**config.mk**
```make
export PLATFORM = sky130hd
export DESIGN_NAME = rtc_bus_sequencer
export DESIGN_NICKNAME = d
export VERILOG_FILES = /design/src/rtl/rtc_bus_sequencer.sv
export SDC_FILE = /design/constraint.sdc
export NUM_CORES = 1
export LEC_CHECK = 0
export BUFFER_PORTS_ARGS = -buffer_cell sky130_fd_sc_hd__clkbuf_2
export CELL_PAD_IN_SITES_DETAIL_PLACEMENT = 0
export CELL_PAD_IN_SITES_GLOBAL_PLACEMENT = 1
export CORE_UTILIZATION = 25
export CTS_CLUSTER_DIAMETER = 30
export CTS_CLUSTER_SIZE = 40
export DETAILED_ROUTE_END_ITERATION = 10
export GPL_TIMING_DRIVEN = 0
export PLACE_DENSITY = 0.53
export SLEW_MARGIN = 15
export SYNTH_ARGS = -nofsm -noshare
export SYNTH_HDL_FRONTEND = slang
export SYNTH_SLANG_ARGS = --single-unit
```
**constraint.sdc**
```tcl
create_clock -name clk -period 2 [get_ports clk]
set_clock_uncertainty 0.15 [all_clocks]
set_input_delay 0.3 -clock clk [delete_from_list [all_inputs] [get_ports clk]]
set_output_delay 0.3 -clock clk [all_outputs]
set_load 0.01 [all_outputs]
```
**src/rtl/rtc_bus_sequencer.sv**
```systemverilog
// Bus sequencer for the RTC chip's multiplexed address/data bus: periodic register read sweeps
// with user writes slotted in between transactions. Optional macro: RTC_AUTO_REFRESH_EN.
module rtc_bus_sequencer #(
    parameter int         NUM_REGS       = 11,
    parameter logic [7:0] ADDR_BASE      = 8'h21,
    parameter int         T_PHASE        = 8,
    parameter int         REFRESH_CYCLES = 100000
) (
    input  logic       clk,
    input  logic       rst_n,
    input  logic       start,
    input  logic       wr_req,
    input  logic [7:0] wr_addr,
    input  logic [7:0] wr_data,
    output logic       wr_ack,
    output logic       busy,
    output logic       sweep_done,
    output logic       reg_we,
    output logic [3:0] reg_idx,
    output logic [7:0] reg_data,
    output logic [7:0] ad_out,
    input  logic [7:0] ad_in,
    output logic       ad_oe,
    output logic       cs_n,
    output logic       rd_n,
    output logic       wr_n,
    output logic       ale
);

    if (T_PHASE < 2 || T_PHASE > 255 || NUM_REGS < 1 || NUM_REGS > 16 || REFRESH_CYCLES < 2)
    begin : g_bad_params
        $error("rtc_bus_sequencer: parameter out of range");
    end

    typedef enum logic [1:0] {
        IDLE  = 2'd0,
        ADDR  = 2'd1,
        DATA  = 2'd2,
        RECOV = 2'd3
    } state_t;

    state_t     state_q, state_d;
    logic [7:0] phase_q;
    logic [3:0] idx_q;
    logic       sweep_active_q;
    logic       sweep_pending_q;
    logic       is_wr_q;
    logic [7:0] tx_addr_q;
    logic [7:0] tx_wdata_q;

    logic last_phase;
    logic decide;
    logic launch_wr;
    logic launch_rd;
    logic launch_sweep;
    logic capture;
    logic wr_done;
    logic last_idx;
    logic refresh_wrap;

    assign last_phase = (phase_q == 8'(T_PHASE - 1));
    assign decide     = (state_q == IDLE) || ((state_q == RECOV) && last_phase);
    assign capture    = (state_q == DATA) && last_phase && !is_wr_q;
    assign wr_done    = (state_q == DATA) && last_phase && is_wr_q;
    assign last_idx   = (idx_q == 4'(NUM_REGS - 1));

`ifdef RTC_AUTO_REFRESH_EN
    localparam int RW = $clog2(REFRESH_CYCLES);
    logic [RW-1:0] refresh_q;

    assign refresh_wrap = (refresh_q == RW'(REFRESH_CYCLES - 1));

    always_ff @(posedge clk or negedge rst_n) begin
        if (!rst_n) begin
            refresh_q <= '0;
        end else if (refresh_wrap) begin
            refresh_q <= '0;
        end else begin
            refresh_q <= refresh_q + 1'b1;
        end
    end
`else
    assign refresh_wrap = 1'b0;
`endif

    // Next state; transactions are only launched at a decision point so a write never splits a read.
    always_comb begin
        state_d      = state_q;
        launch_wr    = 1'b0;
        launch_rd    = 1'b0;
        launch_sweep = 1'b0;
        case (state_q)
            IDLE:    state_d = IDLE;
            ADDR:    if (last_phase) state_d = DATA;
            DATA:    if (last_phase) state_d = RECOV;
            RECOV:   if (last_phase) state_d = IDLE;
            default: state_d = IDLE;
        endcase
        if (decide) begin
            if (wr_req) begin
                launch_wr = 1'b1;
                state_d   = ADDR;
            end else if (sweep_active_q) begin
                launch_rd = 1'b1;
                state_d   = ADDR;
            end else if (sweep_pending_q || start) begin
                launch_sweep = 1'b1;
                state_d      = ADDR;
            end else begin
                state_d = IDLE;
            end
        end
    end

    always_ff @(posedge clk or negedge rst_n) begin
        if (!rst_n) begin
            state_q <= IDLE;
            phase_q <= '0;
            busy    <= 1'b0;
        end else begin
            state_q <= state_d;
            busy    <= (state_d != IDLE);
            if ((state_d != state_q) || (state_q == IDLE)) begin
                phase_q <= '0;
            end else begin
                phase_q <= phase_q + 1'b1;
            end
        end
    end

    // Transaction latch, sweep bookkeeping and the capture/ack strobes.
    always_ff @(posedge clk or negedge rst_n) begin
        if (!rst_n) begin
            is_wr_q         <= 1'b0;
            tx_addr_q       <= '0;
            tx_wdata_q      <= '0;
            idx_q           <= '0;
            sweep_active_q  <= 1'b0;
            sweep_pending_q <= 1'b0;
            reg_we          <= 1'b0;
            reg_idx         <= '0;
            reg_data        <= '0;
            sweep_done      <= 1'b0;
            wr_ack          <= 1'b0;
        end else begin
            if (launch_wr) begin
                is_wr_q    <= 1'b1;
                tx_addr_q  <= wr_addr;
                tx_wdata_q <= wr_data;
            end else if (launch_rd) begin
                is_wr_q   <= 1'b0;
                tx_addr_q <= ADDR_BASE + {4'b0000, idx_q};
            end else if (launch_sweep) begin
                is_wr_q        <= 1'b0;
                tx_addr_q      <= ADDR_BASE;
                idx_q          <= '0;
                sweep_active_q <= 1'b1;
            end

            // A start or refresh while a sweep is running or queued collapses into one pending sweep.
            if (launch_sweep) begin
                sweep_pending_q <= 1'b0;
            end else begin
                sweep_pending_q <= sweep_pending_q | start | refresh_wrap;
            end

            reg_we     <= capture;
            sweep_done <= capture && last_idx;
            wr_ack     <= wr_done;
            if (capture) begin
                reg_idx  <= idx_q;
                reg_data <= ad_in;
                if (last_idx) begin
                    idx_q          <= '0;
                    sweep_active_q <= 1'b0;
                end else begin
                    idx_q <= idx_q + 1'b1;
                end
            end
        end
    end

    // Bus pins decode from the registered state so reset releases them at once.
    always_comb begin
        cs_n   = 1'b1;
        rd_n   = 1'b1;
        wr_n   = 1'b1;
        ale    = 1'b0;
        ad_oe  = 1'b0;
        ad_out = 8'h00;
        case (state_q)
            ADDR: begin
                cs_n   = 1'b0;
                ale    = 1'b1;
                wr_n   = 1'b0;
                ad_oe  = 1'b1;
                ad_out = tx_addr_q;
            end
            DATA: begin
                cs_n = 1'b0;
                if (is_wr_q) begin
                    wr_n   = 1'b0;
                    ad_oe  = 1'b1;
                    ad_out = tx_wdata_q;
                end else begin
                    rd_n = 1'b0;
                end
            end
            default: ;
        endcase
    end

endmodule
```
======== Word level (Yosys, flattened, before mapping) ========
Index checks and enable logic that the tools add are counted.
word-level totals
  logic and storage cells ................. 85
  output and inout port bits .............. 29
  register bits after elaboration ......... 49
cells by class
  $add $sub $neg .......................... 3
  equal/unequal tests ..................... 8
  bitwise logic cells ..................... 1
  muxes and demuxes ....................... 44
  reductions and logical operators ........ 15
operators by type and width
  cell                                                                     number
  8-bit two-way mux                                                        5
  1-bit two-way mux                                                        26
  4-bit two-way mux                                                        5
  8-bit case mux with 2 select lines                                       1
  8-bit by 1-bit adder with 8-bit output, second input constant            1
  8-bit by 3-bit == test with 1-bit output, second input constant          1
  2-bit two-way mux                                                        4
  2-bit case mux with 4 select lines                                       1
  6-bit by 4-bit adder with 7-bit output, first input constant             1
  1-bit logical AND                                                        5
  4-bit by 1-bit adder with 4-bit output, second input constant            1
  2-bit == test, second input constant                                     2
  4-bit == test, second input constant                                     1
  2-bit by 1-bit inequality test with 1-bit output, second input constant  2
  1-bit case mux with 2 select lines                                       2
  2-bit nonzero test                                                       2
  1-bit logical OR                                                         3
  3-bit AND reduction                                                      1
  3-bit nonzero test                                                       1
  2-bit by 1-bit == test with 1-bit output, second input constant          1
  2-bit zero test                                                          1
  2-bit inequality test                                                    1
  2-bit OR reduction                                                       1
  1-bit zero test                                                          1
  1-bit OR                                                                 1

======== Depth between registers and ports, before layout ========
Gate-level depths: netlist of run 1.
  depth in word-level cells ............... 10
  mapped depth ............................ 8
  gate-level depth less buffers ........... 7

======== Worst setup path before layout of run 1 ========
No wires, ideal clock.
  path type ............................... register to register
  start ................................... register state_q[1]
  end ..................................... register tx_addr_q[5]
  setup time .............................. 0.124 ns
  setup slack ............................. -0.054 ns
  path buffers ............................ 2
  arrival ................................. 1.781 ns
  period minus slack after synthesis ...... 2.054 ns
  data required time ...................... 1.726 ns
  cell stages (with the launch flop) ...... 9
  path through ............................ dfrtp_1 > ha_1 > buf_2 > or4b_1 > o21bai_2 > nand2_1 > buf_2 > nor2_1 > a21oi_1
on the way
  word-level cells in the longest chain between the ends .. 6
  elaborated cells on any way between the ends .. 10
ends and longest elaborated chain
  item                      RTL line  RTL
  start: declaration        42        state_t state_q, state_d;
  start signal: assignment  121       state_q <= state_d;
  2-bit == test             62        assign decide = (state_q == IDLE) || ((state_q == RECOV) && last_phase);
  1-bit logical AND         62
  1-bit logical OR *        62
  1-bit two-way mux         99        if (decide) begin
  8-bit two-way mux         150       end else if (launch_rd) begin
  8-bit two-way mux         146       if (launch_wr) begin
  end signal: assignment    148       tx_addr_q <= wr_addr;
  end signal: assignment    152       tx_addr_q <= ADDR_BASE + {4'b0000, idx_q};
  end: declaration          48        logic [7:0] tx_addr_q;
Mark *: on every way between the ends. The rest lies on a longest branch, timed or not.
A chain may end at the register's enable or synchronous reset.

======== Worst setup path in the final report of run 1 ========
  start ................................... register state_q[1]
  end ..................................... output ad_out[1]
on the way
  word-level cells in the longest chain between the ends .. 2
  elaborated cells on any way between the ends .. 3
ends and longest elaborated chain
  item                                                                              RTL line  RTL
  2-bit == test / 2-bit by 1-bit == test with 1-bit output (equally long branches)  191       case (state_q)
  8-bit case mux with 2 select lines *                                              191
  end: declaration                                                                  21        output logic [7:0] ad_out,
Marks and branches as above.

==> flow_metrics.py, run 1 <==
metrics = {
    "outcome": {
        "status": "finished, violations left",
        "violations": "setup timing",
    },
    "yosys": {
        "netlist_area_sq_um": 2439,
        "synth-seq-area-share_pct": 50.28,
        "synth_top_family_by_area": "simple AND/OR/NAND/NOR gates",
        "synthMuxAreaShare_pct": 0.4618,
        "syn_nets": 292,
        "syn_inst": 255,
        "synthAdderAreaFrac_pct": 4.618,
        "async_flop_share_pct": 100.0,
        "synth-simple-area-share_pct": 27.09,
        "synth_compound_area_share_pct": 11.39,
        "synth_edf_count": 0,
        "synth_area_per_cell_sq_um": 9.563,
        "ys_seq_elements": 49,
        "synthXorXnorAreaFrac_pct": 2.873,
        "ys_types": 45,
        "synth-main-ff-cell": "dfrtp_1",
        "yosysWarnings": 0,
    },
    "placed_design": {
        "place.gp.congestion": 0.7309,
        "io_buffers": 56,
        "place_hpwl_microns": 4297,
    },
    "critical_path": {
        "cp_cell_sequence": "ha_4 > and2_4 > clkbuf_16 > a22oi_2 > nor2_1 > buf_2",
        "cp_slowest_stage_delay_ns": 0.48,
        "path_max_fanout": 5,
        "worst_setup_path_end_kind": "output port",
        "worst_path_max_delay_cell": "dfrtp_2",
        "crit_type": "reg2out",
        "required_ns": 1.55,
        "critPathLaunchType": "register",
        "crit_arrival_ns": 1.64,
    },
    "route": {
        "viasPerCell": 4.458,
        "wl_microns": 6668,
        "drcViolationCount": 0,
        "drt_iter0_drc": 66,
        "final_antenna_net_count": 0,
        "firstDrtPassIters": 4,
        "wl_per_cell_microns": 14.13,
        "vias": 2104,
    },
    "clocking": {
        "cts_root_buf": "clkbuf_8",
        "cts_buffers": 5,
        "clk_pin_slew_ns": 0.09,
        "clock_path_buffers": 2,
        "cts_tree": "yes",
        "ctsHtreeMaxLevel": 2,
        "clock_latency_ns": 0.30,
        "cts_sinks": 49,
    },
    "floorplan": {
        "die_x_microns": 100.8,
        "die_h_microns": 100.8,
        "coreArea_sq_um": 9328,
        "rows": 35,
        "start_util_pct": 26.14,
        "dieArea_sq_um": 10150,
        "ios": 57,
    },
    "power": {
        "p_leak_nw": 1.682,
        "p_per_area_nw_per_um2": 1281,
        "total_power_w": 0.004530,
        "vdd_drop_max_mv": 0.3869,
    },
    "timing": {
        "worst_slew_pin_slew_ns": 0.6983,
        "relSlewSlack_pct": 53.45,
        "setup_viol": 29,
        "tns_ns": -0.8643,
        "rsz0062_at_grt": "true",
        "layout_setup_ws_ns": -0.09364,
        "layout_min_cycle_time_ns": 2.094,
        "final_hold_viol_count": 0,
        "fmax_mhz": 477.6,
        "finalCritPeriodShare_pct": 104.7,
        "slew_viol_final": 0,
    },
    "layout": {
        "nets": 379,
        "drive_above_1_share_pct": 46.06,
        "diodes": 0,
        "final_common_cell": "nand2_1",
        "final_core_util_pct": 37.92,
        "area_growth_pct": 45.05,
        "layout_common_cells": "nand2_1, clkbuf_2, dfrtp_1",
    },
    "job": {
        "cap_violations": 0,
    },
    "global_route": {
        "grt_pass1_wl_microns": 10810,
        "grt_pass1_vias": 2115,
        "grt_antenna_before_repair": 0,
        "gr-total-overflow": 0,
        "grt_max_degree": 50,
        "grtUsageTotal_pct": 13.95,
    },
    "hold_path": {
        "hold_class": "in2reg",
    },
}
final timing paths:
check	from	endpoint	slack, ns	cells past startpoint
max in group asynchronous	rst_n	state_q[1]	0.75	2
min reg2reg	reg_idx[1]	reg_idx[1]	0.33	2
min in group asynchronous	rst_n	reg_data[4]	0.45	2
max reg2reg	state_q[1]	tx_addr_q[1]	-0.05	6
min	ad_in[5]	reg_data[5]	0.04	3
max	state_q[1]	ad_out[1]	-0.09	6
flip-flops by register name (all words and copies together) (netlist names), 2 cells and up:
name / cells
tx_addr_q: 8
idx_q: 4
reg_idx: 4
phase_q: 8
reg_data: 8
tx_wdata_q: 8
state_q: 2
power breakdown:
group / total [W] / switching [W] / internal [W]
clock network: 0.000583 / 0.000339 / 0.000244
logic: 0.00248 / 0.00129 / 0.00119
registers: 0.00147 / 0.000206 / 0.00126
total: 0.00453 / 0.00184 / 0.00269
worst max-delay path, delay by kind of cell, from the launching register on:
kind | cells | cell delay [ns]
AND/OR/NAND/NOR | 2 | 0.24
AO/OA/AOI/OAI | 1 | 0.13
adder cells (fa/ha/maj) | 1 | 0.19
flip-flops | 1 | 0.48
buffers and inverters | 2 | 0.30
cell usage after synthesis, types with 5 or more instances:
cell type,instances,share of area (%)
dfrtp_1,49,50
nor3_2,7,2.9
nand2b_1,5,1.3
nand2_1,66,10
ha_1,9,4.6
nand3_1,6,1.2
a21oi_1,6,1.2
xnor2_1,5,1.8
a22oi_1,9,2.8
nor2_1,26,4.0
inv_1,6,0.92
o21ai_1,8,1.6
layer usage:
layer | GRT usage, % | routed length [microns] | vias to the layer above
li1 | - | - | 1040
met1 | 19.05 | 3110 | 1036
met2 | 22.39 | 3325 | 20
met3 | 2.427 | 135 | 8
met4 | 4.571 | 97 | 0
met5 | 0 | 0 | -
timing repair:
action                                  4_1_cts  5_1_grt
gates resized for setup                      55       35
cloned                                        4        0
endpoints found under the setup margin       53       49
pin swaps                                    21       17
buffers inserted                             19        2
endpoints found under the hold margin        49        0
hold buffers                                  1        0
area by class of cell:
cell class / count / area [sq um]
inverters: 8 / 35.03
repair buffers: 81 / 538.0
plain buffers: 8 / 105.1
clock inverters: 2 / 10.01
flip-flops and latches: 49 / 1230
fillers: 956 / 5791
multi-input cells: 189 / 1385
clock buffers: 6 / 72.57
well taps: 129 / 161.4
logic make-up (layout without fill, tap and decap cells):
kind of cell	count (synthesis)	in the layout
buf+inv	17	105
simple gates	133	133
xor+xnor	8	8
fa+ha+maj	9	9
compound gates	38	38
flops	49	49
mux	1	1
metrics by stage:
step / area [sq um] / hold WS, ns / setup slack [ns] / std cells
4_1_cts: 3427 / 0.03003 / -0.09955 / 472
3_3_place_gp: 2909 / 0.3102 / -0.3968 / 440
2_1_floorplan: 2467 / -0.1456 / -0.01481 / 255
5_1_grt: 3537 / 0.02849 / -0.1689 / 472
3_5_place_dp: 2912 / 0.2703 / -0.3624 / 440
6_report: 3537 / 0.03892 / -0.09364 / 472
No activity file was read; power rests on OpenSTA's default activity.
==> run 2: changes to the inputs <==
==> constraint.sdc (replaced) <==
create_clock -name clk -period 2 [get_ports clk]
set_clock_uncertainty 0.15 [all_clocks]
set_input_delay 0.4 -clock clk [delete_from_list [all_inputs] [get_ports clk]]
set_output_delay 0.4 -clock clk [all_outputs]
set_load 0.01 [all_outputs]
==> flow_metrics.py, run 2 (synthesis gave the netlist of run 1 again) <==
metrics = {
    "global_route": {
        "grt_pass1_vias": 2085,
        "grt_max_degree": 50,
        "grtUsageTotal_pct": 13.78,
        "grt_pass1_wl_microns": 10670,
        "gr-total-overflow": 0,
        "grt_antenna_before_repair": 0,
    },
    "layout": {
        "drive_above_1_share_pct": 43.64,
        "nets": 382,
        "fillerInstances": 952,
        "area_growth_pct": 43.97,
        "fin_area_sq_um": 3511,
        "final_core_util_pct": 37.64,
        "layout_common_cells": "nand2_1, clkbuf_2, dfrtp_1",
        "diodes": 0,
        "final_common_cell": "nand2_1",
        "layoutNonFillerInstCount": 475,
    },
    "floorplan": {
        "start_util_pct": 26.14,
        "dieArea_sq_um": 10150,
        "rows": 35,
        "die_x_microns": 100.8,
        "die_h_microns": 100.8,
        "coreArea_sq_um": 9328,
        "ios": 57,
    },
    "critical_path": {
        "required_ns": 1.45,
        "cp_cell_sequence": "ha_4 > and2_4 > clkbuf_16 > a22oi_2 > nor2_1 > buf_2",
        "reg2reg_slack_ns": -0.10,
        "worst_setup_path_end_kind": "output port",
        "crit_end": "ad_out[1]",
        "r2r.worst_path.cells": 8,
        "cp_num_cells": 6,
        "cp_slowest_stage_delay_ns": 0.46,
        "worst-path-buf-inv": 2,
        "path_max_fanout": 5,
        "crit_family": "flip-flops",
        "crit_start": "state_q[1]",
        "critPathLaunchType": "register",
        "rr_startpoint": "state_q[1]",
        "crit_type": "reg2out",
        "crit_arrival_ns": 1.62,
        "worst_path_max_delay_cell": "dfrtp_2",
        "rr_endpoint": "phase_q[1]",
    },
    "route": {
        "drt_iter0_drc": 85,
        "wl_per_cell_microns": 13.95,
        "top_layer": "met4",
        "final_antenna_net_count": 0,
        "vias": 2109,
        "drcViolationCount": 0,
        "viasPerCell": 4.440,
        "firstDrtPassIters": 4,
        "dr_wl_met2_microns": 3202,
        "wl_microns": 6626,
        "drt-met1-wl_microns": 3118,
        "wl_met3_microns": 161,
    },
    "job": {
        "cap_violations": 0,
    },
    "power": {
        "p_per_area_nw_per_um2": 1306,
        "p_leak_nw": 1.654,
        "vdd_drop_max_mv": 0.4531,
    },
    "placed_design": {
        "dp.cells": 440,
        "io_buffers": 56,
        "place.gp.congestion": 0.7309,
        "preCtsSetupSlack_ns": -0.4624,
        "placed_cell_area_sq_um": 2912,
        "place_hpwl_microns": 4297,
    },
    "clocking": {
        "clock_path_buffers": 2,
        "cts_tree": "yes",
        "clk_pin_slew_ns": 0.09,
        "cts_sinks": 49,
        "cts_buffers": 5,
        "clock_latency_ns": 0.30,
        "cts_root_buf": "clkbuf_8",
        "ctsHtreeMaxLevel": 2,
    },
    "timing": {
        "relSlewSlack_pct": 54.57,
        "finalCritPeriodShare_pct": 108.4,
        "final_hold_viol_count": 1,
        "layout_setup_ws_ns": -0.1673,
        "layout_min_cycle_time_ns": 2.167,
        "hold_ws_ns": -0.002529,
        "slew_viol_final": 0,
        "rsz0062_at_grt": "true",
        "worst_slew_pin_slew_ns": 0.6814,
        "setup_viol": 37,
        "fmax_mhz": 461.4,
    },
    "outcome": {
        "status": "finished, violations left",
        "violations": "hold timing, setup timing",
    },
    "hold_path": {
        "hold_class": "in2async",
    },
}
-- run 2: cell count changes in the layout (fill, tap and decap cells not counted), moves of 2 or more --
| cell | delta |
|---|---|
| nand2_2 | -9 |
| a21oi_2 | -2 |
| buf_4 | +2 |
| clkbuf_2 | +2 |
| buf_6 | +3 |
| buf_2 | -2 |
| nand2_1 | +12 |
| nand2_4 | -2 |
| a21oi_1 | +2 |
-- run 2: worst min path at each step --
stage,slack (ns),to,depth (start not counted),from
floorplan,-0.05,busy,0,rst_n
global placement,0.31,reg_data[0],2,reg_data[0]
detailed placement,0.31,tx_wdata_q[2],2,tx_wdata_q[2]
CTS,0.04,reg_data[0],1,rst_n
global route,0.05,reg_data[4],1,rst_n
finish,-0.003,reg_data[4],1,rst_n
-- run 2: timing repair --
| item | in CTS | in global routing |
|---|---|---|
| gates resized for setup | 51 | 24 |
| endpoints found under the setup margin | 54 | 50 |
| hold endpoints to repair | 0 | 0 |
| pin swaps | 16 | 12 |
| gates cloned | 4 | 0 |
| hold buffers | 0 | 0 |
| buffers inserted | 19 | 5 |
-- run 2: report_power, final --
group	switching, W	internal, W	total, W	leakage, nW
clock network	0.000343	0.000244	0.000587	0.0450
registers	0.000192	0.00126	0.00145	0.599
logic	0.00132	0.00123	0.00254	1.01
-- run 2: cell type report --
class                      count  area [sq um]  share of cell area [%]
timing repair buffer          84         561.8                   16.00
clock buffer                   6         72.57                   2.067
multi-input combinational    189          1335                   38.03
tap                          129         161.4                   4.597
inverter                       8         35.03                  0.9979
buffer                         8         105.1                   2.994
sequential                    49          1230                   35.03
clock inverter                 2         10.01                  0.2851
-- run 2: per-layer routing --
layer  vias up  track usage, %
met5         -               0
met3        11           2.566
met4         0           4.905
li1       1046               -
met1      1024           18.89
met2        28           21.71
-- run 2: stage by stage --
| stage | power [W] | setup TNS, ns |
|---|---|---|
| 4_1_cts | 0.004474 | -4.126 |
| 5_1_grt | 0.004938 | -5.872 |
| 6_report | 0.004584 | -2.986 |
| 2_1_floorplan | 0.002677 | -0.1005 |
| 3_5_place_dp | 0.003318 | -11.03 |
| 3_3_place_gp | 0.003320 | -12.04 |
